<file path="config.mk">
export PLATFORM = sky130hd
export DESIGN_NAME = operand_loader
export DESIGN_NICKNAME = d
export VERILOG_FILES = /design/src/rtl/operand_loader.sv
export SDC_FILE = /design/constraint.sdc
export NUM_CORES = 1
export LEC_CHECK = 0
export CORE_MARGIN = 2
export CORE_UTILIZATION = 47
export DETAILED_ROUTE_END_ITERATION = 7
export MAX_ROUTING_LAYER = met4
export PLACE_DENSITY = 0.75
export SLEW_MARGIN = 20
export SYNTH_ARGS = -nofsm -noshare
export SYNTH_HDL_FRONTEND = slang
export SYNTH_SLANG_ARGS = --single-unit
</file>
<file path="constraint.sdc">
create_clock -name clk -period 2.2 [get_ports clk]
set_input_delay 0.22 -clock clk [delete_from_list [all_inputs] [get_ports clk]]
set_output_delay 0.22 -clock clk [all_outputs]
set_load 0.01 [all_outputs]
</file>
<file path="src/rtl/operand_loader.sv">
// Collects DEPTH switch operands on button presses, then streams them downstream
// with a valid/ready handshake; flags presses that arrive while streaming.
module operand_loader #(
  parameter int DEPTH = 4,
  parameter int WIDTH = 16
) (
  input  logic             clk,
  input  logic             cpu_reset,
  input  logic [WIDTH-1:0] sw,
  input  logic             btn_click,
  input  logic             out_ready,
  output logic [WIDTH-1:0] data_out,
  output logic             data_valid,
  output logic [2:0]       count,
  output logic             busy,
  output logic             overrun,
  output logic [31:0]      digits
);

  localparam int AW = (DEPTH > 1) ? $clog2(DEPTH) : 1;
  localparam int CW = (WIDTH < 16) ? WIDTH : 16;

  localparam logic [1:0] S_COLLECT = 2'd0;
  localparam logic [1:0] S_SEND    = 2'd1;
  localparam logic [1:0] S_DONE    = 2'd2;

  logic [1:0]       state;
  logic [2:0]       rd_ptr;
  logic [WIDTH-1:0] mem [DEPTH];
  logic [15:0]      sw16;
  logic [AW-1:0]    wr_idx;
  logic [AW-1:0]    rd_nxt;
  logic             wr_en;
  logic             last;

  always_comb begin
    sw16 = '0;
    sw16[CW-1:0] = sw[CW-1:0];
  end

  // DONE restarts a batch at slot 0, so the write index follows the state.
  assign wr_idx = (state == S_DONE) ? '0 : count[AW-1:0];
  assign wr_en  = btn_click && ((state == S_COLLECT) || (state == S_DONE));
  assign rd_nxt = AW'(rd_ptr + 3'd1);
  assign last   = (rd_ptr == 3'(DEPTH - 1));

  // Operand storage carries no reset; contents are always rewritten before use.
  always_ff @(posedge clk) begin
    if (cpu_reset && wr_en) mem[wr_idx] <= sw;
  end

  always_ff @(posedge clk) begin
    if (!cpu_reset) begin
      state      <= S_COLLECT;
      count      <= '0;
      rd_ptr     <= '0;
      data_out   <= '0;
      data_valid <= 1'b0;
      busy       <= 1'b0;
      overrun    <= 1'b0;
      digits     <= '0;
    end else begin
      case (state)
        S_COLLECT: begin
          if (btn_click) begin
            count  <= count + 3'd1;
            digits <= {13'b0, count + 3'd1, sw16};
            if (count == 3'(DEPTH - 1)) begin
              state      <= S_SEND;
              busy       <= 1'b1;
              data_valid <= 1'b1;
              data_out   <= mem[0];
              rd_ptr     <= '0;
            end
          end
        end
        S_SEND: begin
          if (btn_click) overrun <= 1'b1;
          if (data_valid && out_ready) begin
            if (last) begin
              data_valid <= 1'b0;
              busy       <= 1'b0;
              state      <= S_DONE;
            end else begin
              rd_ptr   <= rd_ptr + 3'd1;
              data_out <= mem[rd_nxt];
            end
          end
        end
        S_DONE: begin
          if (btn_click) begin
            count   <= 3'd1;
            overrun <= 1'b0;
            digits  <= {13'b0, 3'd1, sw16};
            state   <= S_COLLECT;
          end
        end
        default: state <= S_COLLECT;
      endcase
    end
  end

endmodule

</file>
==> flow_metrics.tcl <==
set metrics [dict create \
    outcome "complete, no violations" \
    synth_async_sr_flop_share_pct 0 \
    drt-wirelength-per-cell_um 16.56 \
    dpl.hpwl_um 5627 \
    hold_class "flop to flop" \
    start_util_pct 48.56 \
    numPlacedInstances 484 \
    synth_edf_count 64 \
    endpoint "data_out[12]" \
    ctsResizeCount 0 \
    clk_pin_slew_ns 0.10 \
    post-route-period-util_pct 83.09 \
    die-area_mm2 0.009831 \
    p_leak_nw 1.684 \
    vias 2614 \
    critPathBufInv 1 \
    synth_flop_cell "edfxtp_1" \
    required_ns 2.50 \
    hold_violations 0 \
    maxSlewViolCount 0 \
    r2r-end "data_out[12]" \
    path_cells "ha_1, ha_1, nand3b_2, a21oi_4, buf_4, mux2i_1" \
    critPathMaxFanout 16 \
    crit_type "flop to flop" \
    netlist_area_mm2 0.004255 \
    setup_violations 0 \
    htreeDepth 3 \
    ant_nets 0 \
    grt_pass1_vias 2507 \
    mostFrequentLayoutCell "nand2_1" \
    slew_headroom_pct 57.61 \
    yosys_warnings 0 \
    cts_buffers 9 \
    overflow 0 \
    crit_family "flip-flops" \
    max_freq_mhz 547.1 \
    startpoint "count[1]" \
    synth_seq_cells 106 \
    clk_latency_ns 0.37 \
    layout-drive-gt1-share_pct 9.694 \
    nets 411 \
    cts_tree "built" \
    rsz0062_at_grt "no" \
    die_h_um 99.15 \
    r2r_slack_ns 0.37 \
    grt_start_max_net_pins 24 \
    post_cts_buffers 0 \
    synth_cell_types 42 \
    die_x_um 99.15 \
    power_density_mw_per_mm2 710.8 \
    cts_hold_buf 0 \
    cts-root-buf "clkbuf_8" \
    finalClockSkew_ns 0.01114 \
    synth-seq-area-share_pct 64.92 \
    core_mm2 0.008763 \
    reg2regPathDepth 6 \
    final_cell_mix "67 x nand2_1, 64 x edfxtp_1, 60 x clkdlybuf4s50_1" \
    grt_pass1_wl_um 13000 \
    cp-end-kind "flop" \
    place.gp.congestion 0.7881 \
    max_stage_delay_ns 0.48 \
    drc 0 \
    crit_top_cell "ha_1" \
    cap_violations 0 \
    postSynthCellCount 329 \
    drt-total-wl_um 8282 \
    numPortBuffers 60 \
    hold_ws_ns 0.4683 \
    routed_via_density 5.228 \
    clock_sinks 106 \
    num_antenna_cells 0 \
    num_rows 34 \
    tightest_slew_ns 0.6351 \
    cp.depth 6 \
    io_pins 74 \
    drt_iter0_markers 178 \
    grt_antenna_before_repair 0 \
    critPathSlowestCell "dfxtp_1" \
    synth.avg_cell_area_um2 12.93 \
    post-route-min-period_ns 1.828 \
    drt_first_pass_iters 4 \
    cp-start-kind "flop" \
    final.setup.tns_ns 0 \
    area.growth.synth_to_final_pct 18.82 \
    totalPowerFinal_mw 3.594 \
    rr_startpoint "count[1]" \
    cp_data_arrival_time_ns 2.13 \
    peakVddDrop_uv 459.0 \
    layout.cells.non_filler 500 \
    grtUsageTotal_pct 17.85 \
    cts_buffer_depth 2 \
]
synthesized netlist by cell type (all sizes together) (4+ instances only):
library cell	n	area share, %
a21boi	19	3.4
a21oi	7	1.4
buf	33	6.2
dfxtp	42	20
edfxtp	64	45
ha	4	1.2
mux2i	18	4.2
nand2	68	6.2
nand2b	5	0.91
nor2	7	0.62
o221ai	15	3.2
o22ai	16	2.5
worst min-delay path, stage by stage (launching register included):
cell and delay, ns:
dfxtp_1 0.32, nand2_1 0.05, a21boi_0 0.06
cells by family after synthesis:
family	Yosys count	share of synthesized area, %
mux	18	4.234
flops	106	64.92
other cells	1	0.08812
simple gates	98	11.38
fa+ha+maj	4	1.176
buf+inv	39	6.763
compound gates	63	11.44
routing by layer:
metal | GRT usage, % | part of all wire, % | vias to the layer above
met5 | - | 0 | -
met4 | 6.639 | 1.0 | 0
met3 | 2.460 | 4.3 | 9
met2 | 26.25 | 46 | 72
met1 | 25.54 | 48 | 1259
li1 | - | - | 1274
layout make-up:
class / count / area, µm²
Inverter: 3 / 11.26
Fill cell: 734 / 3707
Multi-Input combinational cell: 196 / 1250
Tap cell: 108 / 135.1
Clock buffer: 9 / 123.9
Sequential cell: 106 / 2763
Timing Repair Buffer: 71 / 708.2
Clock inverter: 7 / 65.06
power breakdown:
part           total, mW  switching [mW]  internal [mW]
clock               1.15           0.707          0.444
sequential          2.18          0.0251           2.16
combinational      0.262           0.140          0.123
total               3.59           0.871           2.72
sequential cells by signal, summed over array words and instances (netlist names):
name      cells
overrun       1
state         2
count         3
rd_ptr        3
digits       16
busy          1
data_out     16
mem          64
worst min path at each step:
stage / start / end / slack (ns) / cells after the start
floorplan: sw[0] / mem[0][0] / 0.32 / 0
global placement: digits[11] / digits[11] / 0.45 / 2
detailed placement: digits[12] / digits[12] / 0.46 / 2
CTS: digits[12] / digits[12] / 0.47 / 2
global route: digits[11] / digits[11] / 0.50 / 2
finish: digits[13] / digits[13] / 0.47 / 2
through the flow:
step | util (%) | instance area [µm²] | setup WS [ns]
floorplan | - | 4300 | 0.1509
detailed placement | 55.54 | 4867 | 0.2171
CTS | 57.70 | 5056 | 0.3709
global route | 57.70 | 5056 | 0.2601
global placement | 55.54 | 4867 | 0.2401
finish | 57.70 | 5056 | 0.3721
Note: power is estimated with default switching activity, not from simulation.
